`config.mk`:
```
export PLATFORM = sky130hd
export DESIGN_NAME = data_matrix_regfile
export DESIGN_NICKNAME = d
export VERILOG_FILES = /design/src/rtl/data_matrix_pkg.sv /design/src/rtl/data_matrix_nzp_gen.sv /design/src/rtl/data_matrix_regfile.sv
export SDC_FILE = /design/constraint.sdc
export NUM_CORES = 1
export LEC_CHECK = 0
export CAP_MARGIN = 20
export CORE_MARGIN = 4
export CORE_UTILIZATION = 53
export DETAILED_ROUTE_END_ITERATION = 16
export MAX_ROUTING_LAYER = met4
export PLACE_DENSITY = 0.78
export SYNTH_ARGS = -nofsm -noshare
export SYNTH_HDL_FRONTEND = slang
export SYNTH_SLANG_ARGS = --single-unit
export TNS_END_PERCENT = 1
```
`constraint.sdc`:
```
create_clock -name clk -period 1.7 [get_ports clk]
set_input_delay 0.17 -clock clk [delete_from_list [all_inputs] [get_ports clk]]
set_output_delay 0.17 -clock clk [all_outputs]
set_load 0.02 [all_outputs]
```
`src/rtl/data_matrix_pkg.sv`:
```
// Shared encodings and types for the LC-3 datapath slice: register-file selects,
// condition-code constants and the 16-bit datapath word.
package data_matrix_pkg;

    typedef logic [15:0] word_t;

    typedef enum logic [1:0] {
        DR_IR11_9 = 2'b00,
        DR_R7     = 2'b01,
        DR_R6     = 2'b10,
        DR_RSVD   = 2'b11
    } dr_sel_e;

    typedef enum logic [1:0] {
        SR1_IR11_9 = 2'b00,
        SR1_IR8_6  = 2'b01,
        SR1_R6     = 2'b10,
        SR1_RSVD   = 2'b11
    } sr1_sel_e;

    localparam logic [2:0] NZP_N = 3'b100;
    localparam logic [2:0] NZP_Z = 3'b010;
    localparam logic [2:0] NZP_P = 3'b001;

    localparam int unsigned NUM_REGS = 8;

endpackage

```
`src/rtl/data_matrix_nzp_gen.sv`:
```
// Combinational condition-code generator: classifies a bus word as negative,
// zero or positive, always producing a one-hot {n,z,p}.
module data_matrix_nzp_gen
    import data_matrix_pkg::*;
(
    input  logic [15:0] bus,
    output logic [2:0]  nzp
);

    // Sign bit takes priority; otherwise zero-compare decides Z versus P.
    always_comb begin
        nzp = NZP_Z;
        if (bus[15] == 1'b1) begin
            nzp = NZP_N;
        end else if (bus == 16'h0000) begin
            nzp = NZP_Z;
        end else begin
            nzp = NZP_P;
        end
    end

endmodule

```
`src/rtl/data_matrix_regfile.sv`:
```
// LC-3 register file R0-R7 with condition-code and branch-enable registers,
// loaded from the shared datapath bus and feeding SR1/SR2 to the ALU.
module data_matrix_regfile
    import data_matrix_pkg::*;
#(
    parameter logic [2:0] RST_NZP = 3'b010
) (
    input  logic        clk,
    input  logic        rst_n,
    input  logic [15:0] bus,
    input  logic [15:0] ir,
    input  logic        ld_reg,
    input  logic        ld_cc,
    input  logic        ld_ben,
    input  logic [1:0]  dr_mux,
    input  logic [1:0]  sr1_mux,
    output logic [15:0] sr1,
    output logic [15:0] sr2,
    output logic        n,
    output logic        z,
    output logic        p,
    output logic        ben
);

    word_t       regs_r [NUM_REGS];
    logic [2:0]  nzp_r;
    logic        ben_r;

    dr_sel_e     dr_sel_s;
    sr1_sel_e    sr1_sel_s;
    logic [2:0]  dest_s;
    logic        wr_en_s;
    logic [2:0]  sr1_idx_s;
    logic [2:0]  nzp_next_s;
    logic        ben_next_s;

    assign dr_sel_s  = dr_sel_e'(dr_mux);
    assign sr1_sel_s = sr1_sel_e'(sr1_mux);

    data_matrix_nzp_gen u_nzp_gen (
        .bus (bus),
        .nzp (nzp_next_s)
    );

    // Destination decode; the reserved select suppresses the write entirely.
    always_comb begin
        dest_s  = 3'd0;
        wr_en_s = 1'b0;
        case (dr_sel_s)
            DR_IR11_9: begin
                dest_s  = ir[11:9];
                wr_en_s = ld_reg;
            end
            DR_R7: begin
                dest_s  = 3'd7;
                wr_en_s = ld_reg;
            end
            DR_R6: begin
                dest_s  = 3'd6;
                wr_en_s = ld_reg;
            end
            default: begin
                dest_s  = 3'd0;
                wr_en_s = 1'b0;
            end
        endcase
    end

    // SR1 source decode; the reserved select reads R0.
    always_comb begin
        sr1_idx_s = 3'd0;
        case (sr1_sel_s)
            SR1_IR11_9: sr1_idx_s = ir[11:9];
            SR1_IR8_6:  sr1_idx_s = ir[8:6];
            SR1_R6:     sr1_idx_s = 3'd6;
            default:    sr1_idx_s = 3'd0;
        endcase
    end

    // Branch enable always sees the NZP held before this edge.
    always_comb begin
        ben_next_s = (ir[11] & nzp_r[2]) | (ir[10] & nzp_r[1]) | (ir[9] & nzp_r[0]);
    end

    // Register array storage; reads are unbypassed, so same-cycle reads see old data.
    always_ff @(posedge clk or negedge rst_n) begin
        if (!rst_n) begin
            for (int i = 0; i < NUM_REGS; i++) begin
                regs_r[i] <= 16'h0000;
            end
        end else if (wr_en_s) begin
            regs_r[dest_s] <= bus;
        end
    end

    // Condition-code register.
    always_ff @(posedge clk or negedge rst_n) begin
        if (!rst_n) begin
            nzp_r <= RST_NZP;
        end else if (ld_cc) begin
            nzp_r <= nzp_next_s;
        end
    end

    // Branch-enable register.
    always_ff @(posedge clk or negedge rst_n) begin
        if (!rst_n) begin
            ben_r <= 1'b0;
        end else if (ld_ben) begin
            ben_r <= ben_next_s;
        end
    end

    assign sr1 = regs_r[sr1_idx_s];
    assign sr2 = regs_r[ir[2:0]];
    assign n   = nzp_r[2];
    assign z   = nzp_r[1];
    assign p   = nzp_r[0];
    assign ben = ben_r;

endmodule

```
Yosys cells after proc, flatten, opt, wreduce, memory -nomap -nowiden
Cells that the tools add are included.

operators by class
  order comparisons = 4
  eq/ne operators = 4
  multiplexer cells = 14
  bitwise logic cells = 8
  reductions and logical operators = 5

operators by type and width
  kind                                                  count
  bitwise mux 128 bit                                   1
  binary-select mux 16 bit (select 3 bit)               2
  2-to-1 mux 16 bit                                     5
  demux 16 bit (select 3 bit)                           1
  one-hot mux 3 bit (3 select lines)                    2
  logical NOT 16 bit                                    1
  >= comparator 4 bit (second input constant)           3
  NOT 3 -> 4 bit                                        3
  equality test 2 x 1 -> 1 bit (second input constant)  2
  equality test 2 bit (second input constant)           2
  logical NOT 2 bit                                     2
  < comparator 4 x 1 -> 1 bit (second input constant)   1
  bitwise AND 1 bit                                     3
  2-to-1 mux 3 bit                                      1
  OR reduction 3 bit                                    1
  2-to-1 mux 2 bit                                      1
  bitwise OR 1 bit                                      2
  logical AND 1 bit                                     1
  2-to-1 mux 1 bit                                      1

word-level totals
  register bits after elaboration = 132
  input port bits = 41
  output and inout port bits = 36

Logic depth before layout (Yosys ltp)
Gate-level depths: netlist of run 1.

  depth in word-level cells = 8
  depth in mapped cells = 10
  gate-level depth less buffers = 7

By module
From an unflattened synthesis of run 1, not the netlist that was laid out.

unflattened totals
  cell total of the unflattened synthesis = 638
  area, all modules = 8111.5 sq um

modules (own cells, without submodules)
  module               times used  cells each  area an instance (sq um)  sequential area each (sq um)
  data_matrix_regfile  1           631         8061.5                    3304.4
  data_matrix_nzp_gen  1           7           50.0                      0.0

Least setup slack after synthesis of run 1
OpenSTA, ideal clock, no wires.

  path type = in2out
  start = in sr1_mux[0]
  end = out sr1[10]
  data arrival time = 1.940 ns
  data required time = 1.530 ns
  setup slack = -0.410 ns
  stages on the path = 8
  cell sequence = buf_2 or2_2 buf_2 a21o_1 buf_2 clkbuf_1 a211o_1 a31oi_1

on the way
  cells in the longest elaborated chain, start to end = 6
  elaborated cells on any way between the ends = 8
  those cells by class = 2 x eq/ne; 4 x mux; 1 x bitwise; 1 x reduce/logical

ends and longest elaborated chain
  item                                                     RTL line                    text
  start: declaration                                       data_matrix_regfile.sv:16   input logic [1:0] sr1_mux,
  equality test 2 bit, or another cell as far along        data_matrix_regfile.sv:72   case (sr1_sel_s)
  one-hot mux 3 bit (3 select lines) *                     data_matrix_regfile.sv:72
  NOT 3 -> 4 bit (not written as such) *                   data_matrix_regfile.sv:114  assign sr1 = regs_r[sr1_idx_s];
  binary-select mux 16 bit (select 3 bit) *                data_matrix_regfile.sv:114
  2-to-1 mux 16 bit (not written as such) * (2 in series)  data_matrix_regfile.sv:114
  end: declaration                                         data_matrix_regfile.sv:17   output logic [15:0] sr1,

Mark *: on every way between the ends. The rest lies on a longest branch, timed or not. The select of a mux whose other input is x is not followed.

Final worst setup path of run 1
  start = in sr1_mux[0]
  end = out sr1[14]

Same word-level chain as after synthesis.

==> results of run 1 <==
## kinds of logic (layout without fill, tap and decap cells)
logic type,after synthesis,count (layout)
muxes,244,244
and+or+nand+nor,26,26
buffers and inverters,65,232
AOI/OAI and AO/OA,169,169
adders and majority gates,2,2
DFF,132,132
## power by group
part,internal (W),total [W],switching (W)
clock network,0.00232,0.00373,0.00140
registers,0.00377,0.00443,0.000658
logic,0.00221,0.00401,0.00180
total,0.00830,0.0122,0.00386
## critical path, cell delays in order
cell     delay (ns)
buf_4          0.09
buf_4          0.17
buf_12         0.29
mux2_2         0.39
o221a_2        0.24
o31a_1         0.29
buf_6          0.15
## cells in the mapped netlist (all sizes together) (4+ instances only)
| library cell | instances | area, µm² |
|---|---|---|
| mux2i | 46 | 460.4 |
| clkbuf | 37 | 138.9 |
| o22a | 16 | 140.1 |
| a211oi | 30 | 225.2 |
| nor2 | 10 | 45.05 |
| a211o | 15 | 131.4 |
| buf | 24 | 125.1 |
| nand3b | 4 | 30.03 |
| o221ai | 16 | 140.1 |
| dfrtp | 131 | 3278 |
| o22ai | 47 | 294.0 |
| mux4 | 32 | 720.7 |
| a22oi | 15 | 112.6 |
| a31oi | 17 | 106.4 |
| mux2 | 166 | 1907 |
| nor4 | 4 | 25.02 |
## per-layer routing
layer / vias to the layer above / wire length (µm)
met2: 502 / 13850
li1: 2894 / -
met3: 124 / 2307
met1: 3601 / 10200
met5: - / 0
met4: 0 / 1224
## state kept, by name (all words and copies together), names as in the netlist
register and cells:
nzp_r 3, regs_r 128, ben 1
## worst min path at each step
stage	start	depth (start not counted)	to
after floorplan	rst_n	0	ben
after global placement	rst_n	1	regs_r[80]
after detailed placement	rst_n	1	regs_r[80]
after CTS	rst_n	2	regs_r[15]
after global routing	rst_n	2	regs_r[111]
final	rst_n	2	regs_r[15]
## what timing repair did
item	in CTS	in global routing
hold buffers	1	0
setup buffers	7	0
gates cloned	3	0
pin swaps	24	10
gates resized for setup	249	27
endpoints found under the hold margin	29	0
endpoints found under the setup margin	161	161
## final cells by class
class / instances / share of cell area (%)
clock inverter: 6 / 0.5820
sequential: 132 / 29.56
clock buffer: 26 / 4.824
inverter: 4 / 0.3246
timing repair buffer: 196 / 17.69
multi-input combinational: 441 / 44.96
tap: 184 / 2.060
## per-stage QoR
stage               cell area [µm²]  worst slack, ns  hold slack, ns  util [%]  instances
floorplan                      8240          -0.3366         -0.1256         -        638
global placement              10040           -1.008         0.07150     68.07        946
detailed placement            10040           -1.025         0.07984     68.07        946
CTS                           11060          -0.3003          0.1981     74.99        989
global route                  11180          -0.3504          0.2197     75.76        989
finish                        11180          -0.3014          0.1884     75.76        989
==> flow_metrics.env, run 1 <==
export IMPL_status="finished, violations left"
export IMPL_failed_checks="negative setup slack"
export IMPL_cts_buffer_depth=2
export IMPL_synth_seq_area_share_pct=40.78
export IMPL_ys_warn_count=0
export IMPL_p_leak_nw=4.812
export IMPL_setup_slack_ns=-0.3014
export IMPL_fin_nets=835
export IMPL_ant_nets=0
export IMPL_cts_buffers=17
export IMPL_wl_mm=27.59
export IMPL_synthMuxAreaShare_pct=38.10
export IMPL_hpwl_mm=16.44
export IMPL_power_density_nw_per_um2=1088
export IMPL_max_slew_worst_pin_slew_ns=0.5358
export IMPL_ir_drop_mv=0.7790
export IMPL_fin_setup_tns_ns=-29.92
export IMPL_netlist_area_um2=8104
export IMPL_crit_path_end="sr1[14]"
export IMPL_syn_avg_cell_area_um2=12.70
export IMPL_use_met2_pct=53.44
export IMPL_drive_gt1_share_pct=58.88
export IMPL_crit_arrival_ns=1.83
export IMPL_rsz0062_at_grt="true"
export IMPL_vias=7121
export IMPL_clock_sinks=132
export IMPL_slew_violations=0
export IMPL_critPathRequiredTime_ns=1.53
export IMPL_met3_usage_pct=6.766
export IMPL_syn_inst=638
export IMPL_grt_max_degree=74
export IMPL_grt_use_met1_pct=38.28
export IMPL_clk_insertion_delay_late_ns=0.42
export IMPL_grt_pass1_vias=7516
export IMPL_synth_nets=681
export IMPL_dieArea_um2=17330
export IMPL_antenna_cells=0
export IMPL_final_common_cell="mux2_2"
export IMPL_synth_edf_count=0
export IMPL_timing_rr_start="regs_r[24]"
export IMPL_routed_via_density=7.200
export IMPL_cp_max_fo=42
export IMPL_start_kind="input port"
export IMPL_cts_root_buffer="clkbuf_16"
export IMPL_synth_xor_area_share_pct=0
export IMPL_dr_first_iter_drc_count=816
export IMPL_std_cell_rows=44
export IMPL_period_minus_slack_ns=2.001
export IMPL_fin_crit_sh_pct=117.7
export IMPL_initial_core_util_pct=54.93
export IMPL_fill_cells=865
export IMPL_cp_end_kind="primary output"
export IMPL_regArea_um2=3304
export IMPL_track_usage_pct=32.21
export IMPL_fmax_ghz=0.4997
export IMPL_final_hold_violation_count=0
export IMPL_async_flop_share_pct=100.0
export IMPL_yosys_area_share_simple_pct=1.914
export IMPL_synth_top_family_by_area="multiplexers"
export IMPL_synth_main_ff_cell="dfrtp_1"
export IMPL_dieHeight_um=131.7
export IMPL_grt_overflow=0
export IMPL_drc_errors=0
export IMPL_antenna_found_initial=0
export IMPL_fp_coreArea_um2=14750
export IMPL_grt_pass1_wl_mm=43.01
export IMPL_gp_congestion=0.8822
export IMPL_mostFrequentLayoutCells="mux2_2 (143), dfrtp_1 (131), buf_4 (98)"
export IMPL_synth_compound_area_share_pct=15.45
export IMPL_area_growth_pct=37.93
export IMPL_synth_fa_ha_area_share_pct=0.3088
export IMPL_finalSetupViolCount=160
export IMPL_finalPower_w=0.01216
export IMPL_cts_tree="done"
export IMPL_clk_pin_slew_worst_paths_ns=0.06
export IMPL_grt_busiest_layer="met2"
export IMPL_reg2reg_slack_ns=0.71
export IMPL_hp_class="input port to async pin"
export IMPL_reg2reg_depth=2
export IMPL_htreeDepth=4
export IMPL_path_class="input port to primary output"
export IMPL_ios=77
export IMPL_avgRoutedWirePerCell_um=27.89
export IMPL_dr_pass1_iters=6
export IMPL_synth_cell_type_count=42
export IMPL_die_w_um=131.7
export IMPL_finClkSkew_ns=0.003754
export IMPL_drv_cap=0
export IMPL_r2r_end="regs_r[24]"
export IMPL_multi_input_area_um2=5026
export IMPL_io_buffers=69
export IMPL_slew_limit_headroom_pct=63.95
export IMPL_worstSetupStartpoint="sr1_mux[0]"
export IMPL_ys_ff_latch=132
Power figures use the tool's default switching activity.
==> run 2: changes to the inputs <==
--- a/config.mk
+++ b/config.mk
@@ -6,7 +6,7 @@
 export NUM_CORES = 1
 export LEC_CHECK = 0
 export CAP_MARGIN = 20
-export CORE_MARGIN = 4
+export CORE_ASPECT_RATIO = 0.75
 export CORE_UTILIZATION = 53
 export DETAILED_ROUTE_END_ITERATION = 16
 export MAX_ROUTING_LAYER = met4
==> flow_metrics.env, run 2 (same netlist as run 1, synthesis figures left out) <==
export IMPL_cts_tree="done"
export IMPL_critPathRequiredTime_ns=1.53
export IMPL_grt_use_met1_pct=52.57
export IMPL_die_w_um=144.8
export IMPL_drv_cap=0
export IMPL_track_usage_pct=43.94
export IMPL_top_register="regs_r"
export IMPL_fill_cells=682
export IMPL_status="finished, violations left"
export IMPL_grt_overflow=0
export IMPL_ir_drop_mv=0.6726
export IMPL_hp_class="input port to async pin"
export IMPL_slew_limit_headroom_pct=67.90
export IMPL_period_minus_slack_ns=2.065
export IMPL_cts_buffer_depth=2
export IMPL_final_hold_violation_count=0
export IMPL_mostFrequentLayoutCells="mux2_2 (141), dfrtp_1 (127), buf_4 (124)"
export IMPL_grt_pass1_wl_mm=48.18
export IMPL_grt_max_degree=44
export IMPL_reg2reg_depth=3
export IMPL_routed_via_density=7.489
export IMPL_fin_crit_sh_pct=121.5
export IMPL_gp_congestion=0.8649
export IMPL_rsz0062_at_grt="true"
export IMPL_hpwl_mm=17.00
export IMPL_drc_errors=0
export IMPL_finClkSkew_ns=0.006562
export IMPL_wl_mm=33.21
export IMPL_fp_coreArea_um2=14690
export IMPL_initial_core_util_pct=55.16
export IMPL_ant_nets=0
export IMPL_r2r_end="regs_r[25]"
export IMPL_met3_usage_pct=12.43
export IMPL_failed_checks="negative setup slack"
export IMPL_p_leak_nw=5.142
export IMPL_dr_pass1_iters=5
export IMPL_antenna_cells=0
export IMPL_fin_nets=873
export IMPL_clock_sinks=132
export IMPL_power_density_nw_per_um2=1099
export IMPL_dieArea_um2=15790
export IMPL_setup_slack_ns=-0.3650
export IMPL_cp_max_fo=3
export IMPL_grt_busiest_layer="met2"
export IMPL_fin_hold_ws_ns=0.2319
export IMPL_dr_first_iter_drc_count=993
export IMPL_final_common_cell="mux2_2"
export IMPL_largest_reg_flops=128
export IMPL_vias=7811
export IMPL_clk_insertion_delay_late_ns=0.44
export IMPL_fin_setup_tns_ns=-12.39
export IMPL_slew_violations=0
export IMPL_cts_buffers=17
export IMPL_io_buffers=69
export IMPL_clk_pin_slew_worst_paths_ns=0.06
export IMPL_cp_end_kind="primary output"
export IMPL_area_growth_pct=46.50
export IMPL_cts_root_buffer="clkbuf_16"
export IMPL_reg2reg_slack_ns=0.63
export IMPL_grt_pass1_vias=7981
export IMPL_fmax_ghz=0.4843
export IMPL_antenna_found_initial=0
export IMPL_max_slew_worst_pin_slew_ns=0.4815
export IMPL_ios=77
export IMPL_htreeDepth=4
export IMPL_start_kind="flip-flop"
export IMPL_path_class="flip-flop to primary output"
export IMPL_crit_arrival_ns=1.89
export IMPL_avgRoutedWirePerCell_um=31.84
export IMPL_drive_gt1_share_pct=63.82
export IMPL_finalSetupViolCount=133
export IMPL_std_cell_rows=38
export IMPL_fin_util_pct=80.81
export IMPL_timing_rr_start="regs_r[25]"
export IMPL_dieHeight_um=109.1
export IMPL_use_met2_pct=65.21
run 2: changes by cell type in the layout (fill, tap and decap cells not counted), moves of 5 or more:
cell | before | now
buf_6 | 25 | 35
a22oi_1 | 11 | 4
o22ai_1 | 43 | 35
a22oi_2 | 4 | 11
buf_2 | 11 | 6
o22ai_2 | 3 | 10
buf_4 | 98 | 124
run 2: power by group:
group	total (W)	internal (W)	switching (W)
logic	0.00461	0.00249	0.00212
clock network	0.00398	0.00254	0.00144
registers	0.00446	0.00377	0.000695
run 2: worst max path at each step:
stage	slack (ns)	startpoint	to	cells past startpoint
after global routing	-0.42	regs_r[58]	sr1[10]	6
after CTS	-0.28	regs_r[30]	sr1[14]	4
final	-0.36	regs_r[43]	sr1[11]	6
after detailed placement	-1.04	ir[10]	sr1[6]	9
after global placement	-0.97	ir[10]	sr1[4]	8
after floorplan	-0.34	dr_mux[1]	regs_r[21]	10
run 2: layer usage:
layer  part of all wire, %  up-vias
met3                    11      257
li1                      -     2973
met4                   7.2        0
met1                    36     3890
met5                     0        -
met2                    46      691
run 2: per-stage QoR:
stage,power [W],area [µm²],setup WS (ns),std cells
6_report,0.01305,11870,-0.3650,1043
3_3_place_gp,0.007832,10110,-0.9668,977
5_1_grt,0.01337,11870,-0.4212,1043
3_5_place_dp,0.008031,10110,-1.037,977
2_1_floorplan,0.006407,8240,-0.3366,638
4_1_cts,0.01245,11660,-0.2803,1042
run 2: cell type report:
type	instances	area, µm²	share of cell area [%]
repair buffers	234	2446	20.60
well taps	200	250.2	2.108
multi-input cells	441	5197	43.78
inverters	4	36.28	0.3056
clock buffers	25	515.5	4.342
clock inverters	7	117.6	0.9906
flip-flops and latches	132	3309	27.87
run 2: worst max-delay path, cell delays in order, from the launching register on:
cell      delay (ns)
dfrtp_1         0.40
buf_4           0.15
mux2i_1         0.25
a211oi_2        0.13
a211oi_2        0.30
a31oi_2         0.06
buf_4           0.17
run 2: timing repair:
action                                  4_1_cts  5_1_grt
setup buffers                                23        1
endpoints found under the hold margin        24        0
gates resized for setup                     288       58
pin swaps                                    35       24
cloned                                        9        0
endpoints found under the setup margin      161      160
hold buffers                                  1        0
==> run 3: changes to the inputs <==
--- a/config.mk
+++ b/config.mk
@@ -7,10 +7,10 @@
 export LEC_CHECK = 0
 export CAP_MARGIN = 20
 export CORE_ASPECT_RATIO = 0.75
-export CORE_UTILIZATION = 53
+export CORE_UTILIZATION = 55
 export DETAILED_ROUTE_END_ITERATION = 16
 export MAX_ROUTING_LAYER = met4
-export PLACE_DENSITY = 0.78
+export PLACE_DENSITY = 0.77
 export SYNTH_ARGS = -nofsm -noshare
 export SYNTH_HDL_FRONTEND = slang
 export SYNTH_SLANG_ARGS = --single-unit
==> constraint.sdc (replaced) <==
create_clock -name clk -period 2 [get_ports clk]
set_input_delay 0.2 -clock clk [delete_from_list [all_inputs] [get_ports clk]]
set_output_delay 0.2 -clock clk [all_outputs]
set_load 0.02 [all_outputs]
==> flow_metrics.env, run 3 (same netlist as run 1, synthesis figures left out) <==
export IMPL_dpl_worst_slack_ns=-0.8385
export IMPL_reg2reg_depth=2
export IMPL_clock_sinks=132
export IMPL_wl_mm=27.47
export IMPL_finalPower_w=0.01006
export IMPL_area_growth_pct=36.71
export IMPL_min_path_cells=4
export IMPL_cts_tree="done"
export IMPL_grt_pass1_wl_mm=40.61
export IMPL_hp_start="ir[10]"
export IMPL_fmax_ghz=0.4878
export IMPL_hp_class="input port to flip-flop"
export IMPL_hpwl_mm=16.36
export IMPL_finalSetupViolCount=9
export IMPL_cts_buffer_depth=2
export IMPL_grt_max_degree=133
export IMPL_final_cells=987
export IMPL_cp_end_kind="primary output"
export IMPL_status="finished, violations left"
export IMPL_cts_root_buffer="clkbuf_16"
export IMPL_antenna_found_initial=0
export IMPL_std_cell_rows=38
export IMPL_die_w_um=142.2
export IMPL_initial_core_util_pct=56.25
export IMPL_mostFrequentLayoutCells="mux2_2 (150), dfrtp_1 (130), buf_4 (81)"
export IMPL_fin_crit_sh_pct=102.5
export IMPL_dieHeight_um=107.1
export IMPL_io_buffers=69
export IMPL_timing_rr_start="nzp_r[2]"
export IMPL_dr_pass1_iters=5
export IMPL_fin_nets=817
export IMPL_dieArea_um2=15230
export IMPL_vias=7030
export IMPL_worstSetupStartpoint="regs_r[30]"
export IMPL_setup_slack_ns=-0.05020
export IMPL_ant_nets=0
export IMPL_ios=77
export IMPL_clk_insertion_delay_late_ns=0.44
export IMPL_power_density_nw_per_um2=908.2
export IMPL_drc_errors=0
export IMPL_grt_pass1_vias=7010
export IMPL_drv_cap=0
export IMPL_slew_violations=0
export IMPL_cts_buffers=17
export IMPL_grt_overflow=0
export IMPL_fin_util_pct=76.91
export IMPL_fin_setup_tns_ns=-0.2134
export IMPL_antenna_cells=0
export IMPL_finClkSkew_ns=0.0002989
export IMPL_path_class="flip-flop to primary output"
export IMPL_clk_pin_slew_worst_paths_ns=0.06
export IMPL_fill_cells=843
export IMPL_largest_reg_flops=128
export IMPL_start_kind="flip-flop"
export IMPL_routed_via_density=7.123
export IMPL_track_usage_pct=37.25
export IMPL_cp_max_fo=4
export IMPL_top_register="regs_r"
export IMPL_max_slew_worst_pin_slew_ns=0.7615
export IMPL_htreeDepth=4
export IMPL_critPathRequiredTime_ns=1.80
export IMPL_avgRoutedWirePerCell_um=27.83
export IMPL_fp_coreArea_um2=14410
export IMPL_failed_checks="negative setup slack"
export IMPL_ir_drop_mv=0.6342
export IMPL_drive_gt1_share_pct=57.05
export IMPL_gp_congestion=0.9033
export IMPL_dp_cells=942
export IMPL_rsz0062_at_grt="true"
export IMPL_final_common_cell="mux2_2"
export IMPL_final_hold_violation_count=0
export IMPL_period_minus_slack_ns=2.050
export IMPL_dr_first_iter_drc_count=854
export IMPL_slew_limit_headroom_pct=49.24
export IMPL_crit_arrival_ns=1.85
export IMPL_p_leak_nw=4.710
==> run 3: cell types whose count changed in the layout (fill, tap and decap cells not counted), sizes merged <==
cell / before / now
buf: 198 / 141
clkinv: 2 / 8
clkdlybuf4s50: 24 / 27
bufbuf: 2 / 0
clkbuf: 28 / 26
clkinvlp: 3 / 1
bufinv: 3 / 2
clkdlybuf4s15: 1 / 0
dlygate4sd2: 4 / 5
dlymetal6s2s: 1 / 0
==> run 3: where the power goes <==
group          switching [W]  leakage [nW]  internal (W)  total [W]
registers           0.000610          1.68       0.00320    0.00381
logic                0.00144          2.75       0.00172    0.00316
clock network        0.00120         0.283       0.00189    0.00309
total                0.00326          4.71       0.00681     0.0101
==> run 3: final timing paths <==
kind,to,slack [ns]
setup / recovery,sr1[14],-0.05
max in group asynchronous,regs_r[30],0.95
setup reg to reg,ben,0.99
min in group asynchronous,regs_r[80],0.39
hold reg to reg,ben,0.54
hold / removal,ben,0.28
==> run 3: what timing repair did <==
item	in CTS	in global routing
gates cloned	2	3
resized for setup	210	29
pin swaps	16	14
hold buffers	1	0
setup buffers	0	7
endpoints found under the setup margin	138	89
hold endpoints to repair	131	0
==> run 3: per-stage QoR <==
| stage | instance area [µm²] | hold slack, ns |
|---|---|---|
| after floorplan | 8373 | -0.09559 |
| after global placement | 10070 | 0.3625 |
| after global routing | 11080 | 0.3342 |
| final | 11080 | 0.2841 |
| after CTS | 10840 | 0.2716 |
| after detailed placement | 10070 | 0.3784 |
==> run 3: critical path, stage by stage, from the launching register on <==
cell	delay, ns
dfrtp_2	0.44
mux2_4	0.30
o221a_4	0.25
o31a_1	0.28
buf_6	0.15
==> run 3: metal layers <==
metal,up-vias,routed length (µm),track usage (%),share of wire (%)
li1,2862,-,-,-
met1,3604,11070,48.68,40
met2,471,12880,55.29,47
met3,93,2545,7.861,9.3
met4,0,979,18.59,3.6
met5,-,0,-,0
==> run 3: final cells by class <==
| cell class | count | area [µm²] | area share, % |
|---|---|---|---|
| Clock buffer | 22 | 464.2 | 4.190 |
| Sequential cell | 132 | 3306 | 29.84 |
| Multi-Input combinational cell | 441 | 5079 | 45.84 |
| Inverter | 4 | 36.28 | 0.3275 |
| Tap cell | 200 | 250.2 | 2.259 |
| Timing Repair Buffer | 178 | 1838 | 16.59 |
| Clock inverter | 10 | 106.4 | 0.9599 |
